[config.mk]
export PLATFORM = sky130hd
export DESIGN_NAME = btn_conditioner_flat
export DESIGN_NICKNAME = d
export VERILOG_FILES = /design/src/rtl/btn_pkg.sv /design/src/rtl/btn_conditioner_if.sv /design/src/rtl/btn_channel.sv /design/src/rtl/btn_conditioner.sv /design/src/flat_wrapper.sv
export SDC_FILE = /design/constraint.sdc
export NUM_CORES = 1
export LEC_CHECK = 0
export CORE_ASPECT_RATIO = 1.75
export CORE_MARGIN = 4
export CORE_UTILIZATION = 24
export DETAILED_ROUTE_END_ITERATION = 6
export MAX_ROUTING_LAYER = met4
export SLEW_MARGIN = 20
export SYNTH_ARGS = -nofsm -noshare
export SYNTH_HDL_FRONTEND = slang
export SYNTH_SLANG_ARGS = --single-unit
[constraint.sdc]
create_clock -name clk -period 3.3 [get_ports clk]
set_input_delay 0.825 -clock clk [delete_from_list [all_inputs] [get_ports clk]]
set_output_delay 0.825 -clock clk [all_outputs]
set_load 0.005 [all_outputs]
[src/rtl/btn_pkg.sv]
// Shared definitions for the push-button conditioning path: channel state
// encoding, button count and counter sizing helper.
package btn_pkg;

    // Number of physical push-buttons handled by the conditioner.
    localparam int unsigned NUM_BTN = 4;

    // Per-button channel state. IDLE is the reset state.
    typedef enum logic [2:0] {
        ST_IDLE       = 3'd0,
        ST_DB_PRESS   = 3'd1,
        ST_HELD       = 3'd2,
        ST_REPEAT     = 3'd3,
        ST_DB_RELEASE = 3'd4
    } chan_state_t;

    // Width of the shared down-counter. The counter is only ever loaded with
    // (parameter - 1), so $clog2 of the largest parameter is sufficient.
    function automatic int unsigned cnt_width(input int unsigned a,
                                              input int unsigned b,
                                              input int unsigned c);
        int unsigned m;
        m = a;
        if (b > m) m = b;
        if (c > m) m = c;
        return (m < 2) ? 1 : $clog2(m);
    endfunction

    // Counter width for the default timing (20 ms / 500 ms / 100 ms at 100 MHz).
    localparam int unsigned DEFAULT_CNT_W = cnt_width(2_000_000, 50_000_000, 10_000_000);

endpackage

[src/rtl/btn_conditioner_if.sv]
// Button bus between the raw switch inputs and the conditioned consumers.
// There is no handshake: btn_raw is free-running and asynchronous; btn_press
// and btn_release are single-cycle strobes in clk, valid in every cycle they
// are high and never back-pressured; btn_level is a steady debounced level.
interface btn_conditioner_if;
    import btn_pkg::*;

    logic        [NUM_BTN-1:0] btn_raw;
    logic        [NUM_BTN-1:0] btn_level;
    logic        [NUM_BTN-1:0] btn_press;
    logic        [NUM_BTN-1:0] btn_release;
    chan_state_t [NUM_BTN-1:0] dbg_state;

    // The switch side: drives raw buttons, observes the conditioned result.
    modport master (
        output btn_raw,
        input  btn_level,
        input  btn_press,
        input  btn_release,
        input  dbg_state
    );

    // The conditioner: consumes raw buttons, produces clean strobes.
    modport slave (
        input  btn_raw,
        output btn_level,
        output btn_press,
        output btn_release,
        output dbg_state
    );

endinterface

[src/rtl/btn_channel.sv]
// One button channel: 2-FF synchronizer, debounce / hold-to-repeat FSM with a
// single saturating down-counter, and registered level / press / release.
module btn_channel
    import btn_pkg::*;
#(
    parameter int unsigned DB_CYCLES         = 2_000_000,
    parameter int unsigned RPT_DELAY_CYCLES  = 50_000_000,
    parameter int unsigned RPT_PERIOD_CYCLES = 10_000_000,
    parameter bit          REPEAT_EN         = 1'b1
) (
    input  logic        clk,
    input  logic        rst_n,
    input  logic        raw_i,
    output logic        level_o,
    output logic        press_o,
    output logic        release_o,
    output chan_state_t state_o
);

    localparam int unsigned CNT_W = cnt_width(DB_CYCLES, RPT_DELAY_CYCLES, RPT_PERIOD_CYCLES);

    // Each window is counted down to zero, so the load value is one less
    // than the window length: the expiry cycle is the last cycle of it.
    localparam logic [CNT_W-1:0] DB_LOAD     = CNT_W'(DB_CYCLES - 1);
    localparam logic [CNT_W-1:0] DELAY_LOAD  = CNT_W'(RPT_DELAY_CYCLES - 1);
    localparam logic [CNT_W-1:0] PERIOD_LOAD = CNT_W'(RPT_PERIOD_CYCLES - 1);

    logic             sync1_q, sync2_q;
    chan_state_t      state_q, state_d;
    logic [CNT_W-1:0] cnt_q, cnt_d;
    logic             level_q, level_d;
    logic             press_q, press_d;
    logic             release_q, release_d;
    logic [CNT_W-1:0] cnt_dec;

    // Saturating decrement: an expired counter stays at zero, so a button
    // held in HELD with repeat disabled never wraps.
    assign cnt_dec = (cnt_q == '0) ? '0 : cnt_q - 1'b1;

    // Next-state, counter and output decode for the channel FSM.
    always_comb begin
        state_d   = state_q;
        cnt_d     = cnt_dec;
        level_d   = level_q;
        press_d   = 1'b0;
        release_d = 1'b0;

        case (state_q)
            ST_IDLE: begin
                if (sync2_q) begin
                    state_d = ST_DB_PRESS;
                    cnt_d   = DB_LOAD;
                end
            end

            ST_DB_PRESS: begin
                if (!sync2_q) begin
                    // Bounce: drop back and restart the window on the next 1.
                    state_d = ST_IDLE;
                end else if (cnt_q == '0) begin
                    state_d = ST_HELD;
                    cnt_d   = DELAY_LOAD;
                    press_d = 1'b1;
                    level_d = 1'b1;
                end
            end

            ST_HELD: begin
                if (!sync2_q) begin
                    state_d = ST_DB_RELEASE;
                    cnt_d   = DB_LOAD;
                end else if (REPEAT_EN && (cnt_q == '0)) begin
                    state_d = ST_REPEAT;
                    cnt_d   = PERIOD_LOAD;
                    press_d = 1'b1;
                end
            end

            ST_REPEAT: begin
                if (!sync2_q) begin
                    state_d = ST_DB_RELEASE;
                    cnt_d   = DB_LOAD;
                end else if (cnt_q == '0) begin
                    cnt_d   = PERIOD_LOAD;
                    press_d = 1'b1;
                end
            end

            ST_DB_RELEASE: begin
                if (sync2_q) begin
                    // Release was a bounce: the button is still held, so the
                    // repeat delay restarts without a fresh press pulse.
                    state_d = ST_HELD;
                    cnt_d   = DELAY_LOAD;
                end else if (cnt_q == '0) begin
                    state_d   = ST_IDLE;
                    level_d   = 1'b0;
                    release_d = 1'b1;
                end
            end

            default: begin
                state_d = ST_IDLE;
                level_d = 1'b0;
            end
        endcase
    end

    // Synchronizer, FSM state, counter and registered outputs.
    always_ff @(posedge clk or negedge rst_n) begin
        if (!rst_n) begin
            sync1_q   <= 1'b0;
            sync2_q   <= 1'b0;
            state_q   <= ST_IDLE;
            cnt_q     <= '0;
            level_q   <= 1'b0;
            press_q   <= 1'b0;
            release_q <= 1'b0;
        end else begin
            sync1_q   <= raw_i;
            sync2_q   <= sync1_q;
            state_q   <= state_d;
            cnt_q     <= cnt_d;
            level_q   <= level_d;
            press_q   <= press_d;
            release_q <= release_d;
        end
    end

    assign level_o   = level_q;
    assign press_o   = press_q;
    assign release_o = release_q;
    assign state_o   = state_q;

endmodule

[src/rtl/btn_conditioner.sv]
// Four independent button channels. btn_press replaces the raw btn bus into
// the time, alarm and date setters; btn_level is available for mode logic.
module btn_conditioner
    import btn_pkg::*;
#(
    parameter int unsigned DB_CYCLES         = 2_000_000,
    parameter int unsigned RPT_DELAY_CYCLES  = 50_000_000,
    parameter int unsigned RPT_PERIOD_CYCLES = 10_000_000,
    parameter logic [NUM_BTN-1:0] REPEAT_EN  = 4'b1111
) (
    input  logic               clk,
    input  logic               rst_n,
    btn_conditioner_if.slave   bus
);

    logic        [NUM_BTN-1:0] level_w;
    logic        [NUM_BTN-1:0] press_w;
    logic        [NUM_BTN-1:0] release_w;
    chan_state_t [NUM_BTN-1:0] state_w;

    // Channels never interact; each only sees its own raw input.
    for (genvar i = 0; i < NUM_BTN; i++) begin : g_chan
        btn_channel #(
            .DB_CYCLES         (DB_CYCLES),
            .RPT_DELAY_CYCLES  (RPT_DELAY_CYCLES),
            .RPT_PERIOD_CYCLES (RPT_PERIOD_CYCLES),
            .REPEAT_EN         (REPEAT_EN[i])
        ) u_chan (
            .clk       (clk),
            .rst_n     (rst_n),
            .raw_i     (bus.btn_raw[i]),
            .level_o   (level_w[i]),
            .press_o   (press_w[i]),
            .release_o (release_w[i]),
            .state_o   (state_w[i])
        );
    end

    assign bus.btn_level   = level_w;
    assign bus.btn_press   = press_w;
    assign bus.btn_release = release_w;
    assign bus.dbg_state   = state_w;

endmodule

[src/flat_wrapper.sv]
// flat-port wrapper written by rule: the top's interface ports become plain ports
module btn_conditioner_flat import btn_pkg::*;
#(
    parameter int unsigned DB_CYCLES         = 2_000_000,
    parameter int unsigned RPT_DELAY_CYCLES  = 50_000_000,
    parameter int unsigned RPT_PERIOD_CYCLES = 10_000_000,
    parameter logic [NUM_BTN-1:0] REPEAT_EN  = 4'b1111
)
  (clk, rst_n, bus_btn_raw, bus_btn_level, bus_btn_press, bus_btn_release, bus_dbg_state);
  btn_conditioner_if bus_i ();
  input  logic clk;
  input  logic rst_n;
  input wire logic [$bits(bus_i.btn_raw)-1:0] bus_btn_raw;
  output wire logic [$bits(bus_i.btn_level)-1:0] bus_btn_level;
  output wire logic [$bits(bus_i.btn_press)-1:0] bus_btn_press;
  output wire logic [$bits(bus_i.btn_release)-1:0] bus_btn_release;
  output wire logic [$bits(bus_i.dbg_state)-1:0] bus_dbg_state;
  assign bus_i.btn_raw = bus_btn_raw;
  assign bus_btn_level = bus_i.btn_level;
  assign bus_btn_press = bus_i.btn_press;
  assign bus_btn_release = bus_i.btn_release;
  assign bus_dbg_state = bus_i.dbg_state;
  btn_conditioner #(.DB_CYCLES(DB_CYCLES), .RPT_DELAY_CYCLES(RPT_DELAY_CYCLES), .RPT_PERIOD_CYCLES(RPT_PERIOD_CYCLES), .REPEAT_EN(REPEAT_EN)) u_core (.clk(clk), .rst_n(rst_n), .bus(bus_i));
endmodule
==> summary.txt <==
Yosys
  – Sequential-to-total area share from yosys stat: 47.8%
  – Seq cells post-synth: 136
  – Synth async-reset ratio: 100%
  – Synth Instances: 767
  – Area of the mapped netlist: 7120 sq um
  – Avg Cell Area, Syn: 9.28 sq um
  – Synth warn: 0
  – Netlist cell types: 62
  – Syn_nets: 777
  – Main flop type after synthesis: dfrtp_1
  – Post-synth EDFFs: 0

Die
  – I/O pin count: 30
  – Die extent in x: 138 um
  – Die Area: 32600 sq um
  – Row Count: 83
  – Initial Util: 24.3%
  – DIE HEIGHT: 236 um
  – Core area: 29300 sq um

Clock network
  – Clock sink count: 136
  – # hold bufs at CTS: 0
  – Resize count post-CTS: 0
  – CTS Buffer Depth: 2
  – Worst-path clk slew: 0.07 ns
  – CTS buffer count: 17
  – CTS tree: yes
  – Clock Latency Late Sink: 0.44 ns
  – Post-CTS setup buffers: 0
  – H-Tree Depth: 4
  – Root Buffer: clkbuf_16

Power
  – PwrDens: 481 nW/um^2
  – Pleak: 0.00319 uW
  – Maximum VDD drop: 0.375 mV

Timing
  – Relative slew slack: 42.9%
  – Layout Skew: 0.00858 ns
  – Final min period: 2.74 ns
  – Setup_tns: 0 ns
  – RSZ-0062 raised after global routing: no
  – Worst Tran Pin Value: 0.852 ns
  – Final Hold Viols: 0
  – Peak Freq: 365 MHz
  – Max-slew violations: 0
  – Crit share post-route: 83.0%
  – Final setup vio count: 0

Min path
  – Hold crit path type: reg -> reg

Placed design
  – I/O Buffers: 29
  – Post-placement cell area: 7750 sq um
  – Dpl hpwl: 11400 um
  – Gpl congestion: 0.794

Layout
  – ANT cells: 0
  – Layout area overhead: 16.8%
  – Fillcell total: 3093
  – Final #Nets: 791
  – Sequential cell area: 3400 sq um
  – Area of the multi-input gates: 3440 sq um
  – Post-route cell area: 8320 sq um
  – Share of cells above drive strength 1: 7.06%

Setup path
  – Setup CP Type: reg -> reg
  – CP max FO: 10
  – Reg2Reg Setup Slack: 0.56 ns
  – Setup crit end: u_core.g_chan[1].u_chan.cnt_q[2]$_DFF_PN0_
  – Worst r2r dst: u_core.g_chan[1].u_chan.cnt_q[2]$_DFF_PN0_
  – Worst setup EP type: register
  – Worst flop-to-flop path startpoint: u_core.g_chan[1].u_chan.cnt_q[16]$_DFF_PN0_
  – WP data arrival: 3.01 ns
  – CP Launch Point: u_core.g_chan[1].u_chan.cnt_q[16]$_DFF_PN0_
  – Reg2Reg Depth: 6
  – Worst path required time: 3.57 ns
  – Crit path launch type: register

Drt
  – Routed wire length: 16500 um
  – Per-cell routed wire length: 14.0 um
  – DRC: 0
  – Pre-Repair DR Iteration Count: 5
  – Vias per cell: 4.77
  – DR vias: 5599
  – ANT nets after route: 0
  – Iteration-0 DRC Markers: 160

GRT
  – Pin count of the biggest net entering global routing: 70
  – First-pass GRT wire length: 28000 um
  – Initial antenna violation count: 0
  – Gr busiest metal: met2
  – Routing usage on met1: 10.4%
  – Vias in the first global route: 5764
  – Met3 Use GR: 2.41%
  – Met2 usage: 19.9%
  – Gr ovfl total: 0
  – Overall global routing resource usage: 10.8%

Status
  – Outcome: completed

Flow run
  – Max_cap viols: 0
[worst min-delay path by stage]
| stage | startpoint | end | cells past startpoint |
|---|---|---|---|
| global placement | u_core.g_chan[3].u_chan.sync1_q$_DFF_PN0_ | u_core.g_chan[3].u_chan.sync2_q$_DFF_PN0_ | 0 |
| floorplan | u_core.g_chan[0].u_chan.sync1_q$_DFF_PN0_ | u_core.g_chan[0].u_chan.sync2_q$_DFF_PN0_ | 0 |
| CTS | u_core.g_chan[3].u_chan.sync1_q$_DFF_PN0_ | u_core.g_chan[3].u_chan.sync2_q$_DFF_PN0_ | 0 |
| finish | u_core.g_chan[3].u_chan.sync1_q$_DFF_PN0_ | u_core.g_chan[3].u_chan.sync2_q$_DFF_PN0_ | 0 |
| detailed placement | u_core.g_chan[2].u_chan.sync1_q$_DFF_PN0_ | u_core.g_chan[2].u_chan.sync2_q$_DFF_PN0_ | 0 |
| global route | u_core.g_chan[3].u_chan.sync1_q$_DFF_PN0_ | u_core.g_chan[3].u_chan.sync2_q$_DFF_PN0_ | 0 |
[cell usage in the layout (no fill, tap or decap), types with 6 or more instances in the layout]
master           synthesis  final
a211oi_1                 6      6
a21oi_1                 32     32
and3_1                   9      9
buf_4                   12      9
clkbuf_16                0     17
clkdlybuf4s50_1          0     28
dfrtp_1                136    136
inv_1                   12     12
nand2_1                 49     49
nand2b_1                10     10
nand3_1                 15     15
nor2_1                  87     87
nor2b_1                 16     16
nor3_1                  41     41
nor4_1                  25     25
o211ai_1                 6      6
o21ai_0                 85     85
or2_2                    6      6
or3_1                   18     18
or4_1                   11     11
xnor2_1                 50     50
xor2_1                  35     35
[flip-flops by register name, summed over array words and instances, names as in the netlist]
name and cells:
u_core.g_chan.u_chan.cnt_q 104, u_core.g_chan.u_chan.level_o 4, u_core.g_chan.u_chan.press_o 4, u_core.g_chan.u_chan.release_o 4, u_core.g_chan.u_chan.state_o 12, u_core.g_chan.u_chan.sync1_q 4, u_core.g_chan.u_chan.sync2_q 4
[stage by stage]
stage / setup WS (ns) / util [%] / std cells / power [uW] / hold WS [ns]
4_1_cts: 0.534 / 28.4 / 1175 / 4070 / 0.353
3_3_place_gp: 0.617 / 26.5 / 1144 / 2180 / 0.334
6_report: 0.561 / 28.4 / 1175 / 4000 / 0.351
3_5_place_dp: 0.528 / 26.5 / 1144 / 2190 / 0.336
5_1_grt: 0.294 / 28.4 / 1175 / 4180 / 0.355
2_1_floorplan: 0.903 / - / 767 / 2070 / 0.331
[critical path: stages (launching register included)]
cell and delay, ns:
dfrtp_1 0.42, or4_1 0.59, or3_1 0.51, nor2_1 0.19
nand2_1 0.18, nor2_1 0.50, o21ai_0 0.18
[cell type report]
class,count,share of cell area (%)
clock buffers,19,5.33
clock inverters,12,1.43
inverters,14,0.632
multi-input cells,573,41.4
flip-flops and latches,136,40.9
well taps,382,5.75
repair buffers,39,4.56
[cell families (layout without fill, tap and decap cells)]
group	after synthesis	after routing	share of synthesized area, %
buffers and inverters	58	84	3.85
DFF	136	136	47.8
xor gates and xnor gates	85	85	10.5
adders and majority gates	4	4	0.703
AOI/OAI and AO/OA	168	168	13.7
muxes	5	5	0.703
and+or+nand+nor	311	311	22.8
[routing by layer]
layer  vias to the layer above  wire length [um]  share of wire [%]
li1                       2727                 -                  -
met2                        82              9140                 56
met1                      2758              6410                 39
met4                         0               501                3.0
met3                        32               414                2.5
met5                         -                 0                  0
[Yosys cell counts, types with 5 or more instances]
library cell	count	area, sq um
a211oi_1	6	45.0
a21oi_1	32	160
a31oi_1	5	31.3
and3_1	9	56.3
buf_4	12	90.1
clkbuf_1	27	101
dfrtp_1	136	3400
inv_1	12	45.0
mux2i_1	5	50.1
nand2_1	49	184
nand2b_1	10	62.6
nand3_1	15	75.1
nor2_1	87	327
nor2b_1	16	100
nor3_1	41	205
nor4_1	25	156
o211ai_1	6	45.0
o21ai_0	85	425
o22ai_1	5	31.3
or2_2	6	37.5
or3_1	18	113
or4_1	11	82.6
xnor2_1	50	438
xor2_1	35	307
[power breakdown]
group | leakage [uW] | switching (uW) | internal, uW
Clock | 0.000260 | 779 | 1060
Sequential | 0.00164 | 98.5 | 1760
Combinational | 0.00128 | 172 | 132
Power figures use the tool's default switching activity.
==> patch 1: new RTL, config.mk and constraints unchanged <==
`RPT_PERIOD_CYCLES` is set to 10_000_000 in 3 places; all go to 20_000_000.
--- a/src/rtl/btn_channel.sv
+++ b/src/rtl/btn_channel.sv
@@ -5,7 +5,7 @@
 #(
     parameter int unsigned DB_CYCLES         = 2_000_000,
     parameter int unsigned RPT_DELAY_CYCLES  = 50_000_000,
-    parameter int unsigned RPT_PERIOD_CYCLES = 10_000_000,
+    parameter int unsigned RPT_PERIOD_CYCLES = 20_000_000,
     parameter bit          REPEAT_EN         = 1'b1
 ) (
     input  logic        clk,
--- a/src/rtl/btn_conditioner.sv
+++ b/src/rtl/btn_conditioner.sv
@@ -5,7 +5,7 @@
 #(
     parameter int unsigned DB_CYCLES         = 2_000_000,
     parameter int unsigned RPT_DELAY_CYCLES  = 50_000_000,
-    parameter int unsigned RPT_PERIOD_CYCLES = 10_000_000,
+    parameter int unsigned RPT_PERIOD_CYCLES = 20_000_000,
     parameter logic [NUM_BTN-1:0] REPEAT_EN  = 4'b1111
 ) (
     input  logic               clk,
--- a/src/flat_wrapper.sv
+++ b/src/flat_wrapper.sv
@@ -3,7 +3,7 @@
 #(
     parameter int unsigned DB_CYCLES         = 2_000_000,
     parameter int unsigned RPT_DELAY_CYCLES  = 50_000_000,
-    parameter int unsigned RPT_PERIOD_CYCLES = 10_000_000,
+    parameter int unsigned RPT_PERIOD_CYCLES = 20_000_000,
     parameter logic [NUM_BTN-1:0] REPEAT_EN  = 4'b1111
 )
   (clk, rst_n, bus_btn_raw, bus_btn_level, bus_btn_press, bus_btn_release, bus_dbg_state);
Behaviour: same outputs for any inputs over 4 cycles, from zero or initial values and one cycle with rst_n low; that may be too few to reach the edited logic, so the function may still have changed.
==> patch 1 against the original RTL <==
- design area is 3.5% higher
- sequential power barely moved
- combinational power is 6.6% lower
- via count up 6.7%
- wire length is 7.4% higher
- sequential share of layout area shrank 1.4 points
- total power hardly changed
- area after synthesis grew 3.6%
- sequential cell count unchanged
- worst setup slack got worse by 0.057 ns
- critical path type unchanged
==> patch 1: results (changes against the original RTL) <==
.. list-table::
   :header-rows: 1

   * - Metric
     - Value
   * - Status
     - complete, no violations
   * - Avg Synthesized Cell Area
     - 9.37 um2 (+0.97%)
   * - Most numerous cell types in the synthesized netlist
     - sky130_fd_sc_hd__dfrtp_1, sky130_fd_sc_hd__nor2_1, sky130_fd_sc_hd__o21ai_0, sky130_fd_sc_hd__xnor2_1, sky130_fd_sc_hd__nand2_1
   * - Fraction of the cycle the final worst path needs
     - 84.7% (+1.7 points)
   * - Worst IR drop on VDD
     - 0.000327 V (-13%)
   * - Detail Placement HPWL
     - 12400 um (+8.8%)
   * - DRT iter0 DRCs
     - 215 (+34%)
   * - Fraction of layout cells with a size suffix above 1
     - 7.45% (+0.39 points)
   * - Leakage dissipation
     - 3.19 nW (+0.31%)
   * - Seq/Total Area, Yosys
     - 46.1% (-1.7 points)
   * - Gr usage total
     - 11.2% (+0.39 points)
   * - Arrival time of the worst setup path
     - 3.14 ns (+0.13 ns)
   * - Worst flop-to-flop path startpoint
     - u_core.g_chan[3].u_chan.cnt_q[0]
   * - # placed instances
     - 1174 (+2.6%)
   * - Global-route wire length before repair
     - 30000 um (+7.2%)
   * - Slack of the worst reg-to-reg path
     - 0.50 ns (-0.06 ns)
   * - Register-to-Register Path Depth
     - 7 (+1)
   * - Synth area leaders
     - sky130_fd_sc_hd__dfrtp_1, sky130_fd_sc_hd__xnor2_1, sky130_fd_sc_hd__o21ai_0
   * - Filler cell count in the final layout
     - 3150 (+1.8%)
   * - Minimum setup slack after placement
     - 0.517 ns (-0.0111 ns)
   * - Maximum number of pins on one net before global-route repair
     - 66 (-5.7%)
   * - Synth Net Count
     - 797 (+2.6%)
   * - Count of TritonRoute iterations in the first routing pass
     - 4 (-1)
   * - Worst Skew
     - 0.00797 ns (-0.000613 ns)
   * - Xor/xnor cell area share of the yosys netlist
     - 9.26% (-1.2 points)
   * - Wire length per cell after detailed routing
     - 14.7 um (+4.6%)
   * - Net count of the finished layout
     - 816 (+3.2%)
   * - Slowest cell on the critical path
     - sky130_fd_sc_hd__and3_1
   * - Vias in the first global route
     - 6092 (+5.7%)
   * - Mux cell area share after synthesis
     - 0.543% (-0.16 points)
   * - Distinct cells, synth
     - 65 (+4.8%)
   * - Worst setup path endpoint
     - u_core.g_chan[3].u_chan.cnt_q[23]
patch 1: changes by cell type in the layout (fill, tap and decap cells not counted), moves of 6 or more:
| cell | change |
|---|---|
| sky130_fd_sc_hd__or2_2 | -6 |
| sky130_fd_sc_hd__a211o_1 | +6 |
| sky130_fd_sc_hd__o21ai_0 | -17 |
| sky130_fd_sc_hd__xor2_1 | -7 |
| sky130_fd_sc_hd__nand3_1 | +7 |
| sky130_fd_sc_hd__o31ai_1 | +6 |
| sky130_fd_sc_hd__nor4_1 | +6 |
| sky130_fd_sc_hd__nor2_1 | -9 |
| sky130_fd_sc_hd__o21ai_1 | +8 |
patch 1: metal layers:
metal	routed length, um	track usage (%)	vias up	part of all wire, %
li1	-	-	2891	-
met4	646	5.97	0	3.7
met2	9260	19.1	125	52
met1	7320	12.3	2914	41
met5	0	-	-	0
met3	458	1.97	43	2.6
patch 1: layout make-up:
cell class              count  share of cell area (%)
clock buffers              17                    4.94
clock inverters            15                    1.63
inverters                  16                   0.698
multi-input cells         593                    42.9
flip-flops and latches    136                    39.5
well taps                 387                    5.63
repair buffers             42                    4.67
patch 1: per-stage QoR:
| stage | util, % | cell area [um2] | hold slack [ns] |
|---|---|---|---|
| after global routing | 28.5 | 8610 | 0.357 |
| after CTS | 28.5 | 8610 | 0.350 |
| after global placement | 26.7 | 8040 | 0.332 |
| final | 28.5 | 8610 | 0.348 |
| after floorplan | - | 7380 | 0.331 |
| after detailed placement | 26.7 | 8040 | 0.336 |
patch 1: how the worst min path moves through the flow:
| stage | end | cells past startpoint | slack [ns] | start |
|---|---|---|---|---|
| finish | u_core.g_chan[2].u_chan.sync2_q | 0 | 0.35 | u_core.g_chan[2].u_chan.sync1_q |
| global route | u_core.g_chan[0].u_chan.sync2_q | 0 | 0.36 | u_core.g_chan[0].u_chan.sync1_q |
| CTS | u_core.g_chan[1].u_chan.sync2_q | 0 | 0.35 | u_core.g_chan[1].u_chan.sync1_q |
| detailed placement | u_core.g_chan[2].u_chan.sync2_q | 0 | 0.34 | u_core.g_chan[2].u_chan.sync1_q |
| global placement | u_core.g_chan[2].u_chan.sync2_q | 0 | 0.33 | u_core.g_chan[2].u_chan.sync1_q |
| floorplan | u_core.g_chan[0].u_chan.sync2_q | 0 | 0.33 | u_core.g_chan[0].u_chan.sync1_q |
patch 1: critical path: cells and delay by family, from the launching register on:
kind | cells | cell delay [ns]
AO/OA/AOI/OAI | 2 | 0.47
flip-flops | 1 | 0.41
AND/OR/NAND/NOR | 3 | 1.57
adder cells (fa/ha/maj) | 1 | 0.19
buffers and inverters | 1 | 0.07
patch 1: power breakdown:
| group | switching [mW] | internal (mW) |
|---|---|---|
| sequential | 0.109 | 1.75 |
| clock | 0.802 | 1.05 |
| combinational | 0.158 | 0.126 |
==> patch 2: new RTL, same settings <==
Made on the original files. Make the reset (`rst_n`) synchronous in one clocked block. Comments in the files are not updated.
--- a/src/rtl/btn_channel.sv
+++ b/src/rtl/btn_channel.sv
@@ -107,7 +107,7 @@
     end
 
     // Synchronizer, FSM state, counter and registered outputs.
-    always_ff @(posedge clk or negedge rst_n) begin
+    always_ff @(posedge clk) begin
         if (!rst_n) begin
             sync1_q   <= 1'b0;
             sync2_q   <= 1'b0;
Check against the original RTL: differs if rst_n is asserted again (counterexample within 4 cycles, from zero or initial values and one cycle with rst_n low); with rst_n held inactive, the same outputs for 10 cycles.
==> patch 2 against the original RTL <==
- area after synthesis grew 3.9%
- wire length grew 19%
- maximum frequency shrank 5.7%
- design area grew 3.3%
- non-clock buffer count grew 10
- sequential share of layout area shrank 9.2 points
- highest routed layer unchanged
- critical endpoint is now u_core.g_chan[1].u_chan.cnt_q[3]
- worst setup slack lost 0.17 ns
- sequential cell count is the same
- global-route usage grew 1.3 points
- critical path type unchanged
Power is not compared: it rests on default switching activity, and its combinational part moved more than twofold at a synthesized area within 25%.
==> patch 2: results (changes against the original RTL) <==
.. list-table::
   :header-rows: 1

   * - Metric
     - Value
   * - Worst stage delay on the critical path
     - 0.57 ns (-0.02 ns)
   * - Gr usage total
     - 12.1% (+1.3 points)
   * - Detail Placement HPWL
     - 14200 um (+25%)
   * - Mux cell area share after synthesis
     - 0.710% (+0.0072 points)
   * - Cell chosen for the clock root
     - sky130_fd_sc_hd__clkbuf_16
   * - Maximum number of pins on one net before global-route repair
     - 30 (-57%)
   * - Filler cell count in the final layout
     - 3259 (+5.4%)
   * - Net count of the finished layout
     - 940 (+19%)
   * - Clock slew at reported path FFs
     - 0.06 ns
   * - Seq/Total Area, Yosys
     - 36.8% (-11 points)
   * - Xor/xnor cell area share of the yosys netlist
     - 9.00% (-1.5 points)
   * - Distinct cells, synth
     - 67 (+8.1%)
   * - Latest clock arrival within the worst-skew pair
     - 0.42 ns (-0.02 ns)
   * - Status
     - complete, no violations
   * - Arrival time of the worst setup path
     - 3.19 ns (+0.18 ns)
   * - Minimum setup slack after placement
     - 0.402 ns (-0.125 ns)
   * - Number of standard cells in the final layout excluding fillers
     - 1330 (+13%)
   * - DRT iter0 DRCs
     - 524 (+230%)
   * - Global-route wire length before repair
     - 32400 um (+16%)
   * - Largest fanout on the critical path
     - 21 (+11)
   * - Antenna fix cells
     - 0 (unchanged)
   * - Fraction of the mapped netlist area in compound gates
     - 19.6% (+5.9 points)
   * - Vias in the first global route
     - 6474 (+12%)
   * - Worst Skew
     - 0.00551 ns (-0.00307 ns)
   * - Most numerous cell types in the synthesized netlist
     - sky130_fd_sc_hd__dfxtp_1, sky130_fd_sc_hd__nor2_1, sky130_fd_sc_hd__a21oi_1, sky130_fd_sc_hd__nand2_1, sky130_fd_sc_hd__o21ai_0
   * - Synthesized instance count
     - 931 (+21%)
   * - # placed instances
     - 1298 (+13%)
   * - Fraction of registers with async set/reset
     - 0% (-100 points)
   * - Routed vias
     - 6670 (+19%)
   * - Synth Net Count
     - 941 (+21%)
   * - Adder-cell area share of the yosys netlist
     - 0.676% (-0.027 points)
   * - Slowest cell on the critical path
     - sky130_fd_sc_hd__or4b_1
   * - Fraction of layout cells with a size suffix above 1
     - 8.59% (+1.5 points)
   * - GPL Wtd Cong
     - 0.873 (+9.9%)
==> patch 2: changes by cell type after synthesis, moves of 21 or more <==
cell	unedited run	this run
sky130_fd_sc_hd__dfrtp_1	136	0
sky130_fd_sc_hd__dfxtp_1	0	136
sky130_fd_sc_hd__a21oi_1	32	78
sky130_fd_sc_hd__o21ai_0	85	53
sky130_fd_sc_hd__nor2_1	87	117
sky130_fd_sc_hd__clkbuf_1	27	48
==> patch 2: kinds of logic (layout without fill, tap and decap cells) <==
logic type      Yosys count  in the layout
fa+ha+maj                 4              4
xor+xnor                 76             76
mux                       5              5
buf+inv                  84             96
simple gates            391            391
flops                   136            136
compound gates          235            235
==> patch 2: final timing paths <==
check                                         from                               end  slack, ns  depth (start not counted)
hold reg to reg    u_core.g_chan[2].u_chan.sync1_q   u_core.g_chan[2].u_chan.sync2_q       0.43                          1
setup reg to reg  u_core.g_chan[1].u_chan.cnt_q[0]  u_core.g_chan[1].u_chan.cnt_q[3]       0.40                          8
hold / removal     u_core.g_chan[2].u_chan.sync1_q   u_core.g_chan[2].u_chan.sync2_q       0.43                          1
setup / recovery  u_core.g_chan[1].u_chan.cnt_q[0]  u_core.g_chan[1].u_chan.cnt_q[3]       0.40                          8
==> patch 2: per-layer routing <==
layer  share of wire (%)  vias up  GRT usage (%)
li1                    -     3324              -
met1                  40     3174           12.4
met2                  53      132           21.9
met3                 3.5       40           2.47
met4                 3.2        0           5.73
met5                   0        -              -
==> patch 2: area by class of cell <==
| cell class | instances | area share (%) |
|---|---|---|
| timing repair buffer | 49 | 5.22 |
| clock inverter | 12 | 1.66 |
| multi-input combinational | 711 | 49.9 |
| clock buffer | 20 | 5.20 |
| sequential | 136 | 31.7 |
| inverter | 15 | 0.656 |
| tap | 387 | 5.64 |
==> patch 2: stage by stage <==
stage,hold WS (ns),area [um2]
final,0.430,8590
after global routing,0.456,8590
after CTS,0.436,8590
after detailed placement,0.421,8000
after global placement,0.419,8000
after floorplan,0.412,7400
==> patch 2: power by group through the flow <==
stage,combinational (mW),sequential [mW],clock [mW]
floorplan,3.23,2.57,0
global placement,3.91,2.70,0
detailed placement,3.94,2.71,0
CTS,3.98,2.68,1.96
global route,4.47,2.76,2.03
finish,3.96,2.68,1.91
==> patch 2: worst max-delay path: cells and delay by family (launching register included) <==
family | cells | cell delay (ns)
simple gates | 4 | 1.93
flops | 1 | 0.33
compound gates | 2 | 0.28
fa+ha+maj | 1 | 0.18
buf+inv | 1 | 0.06
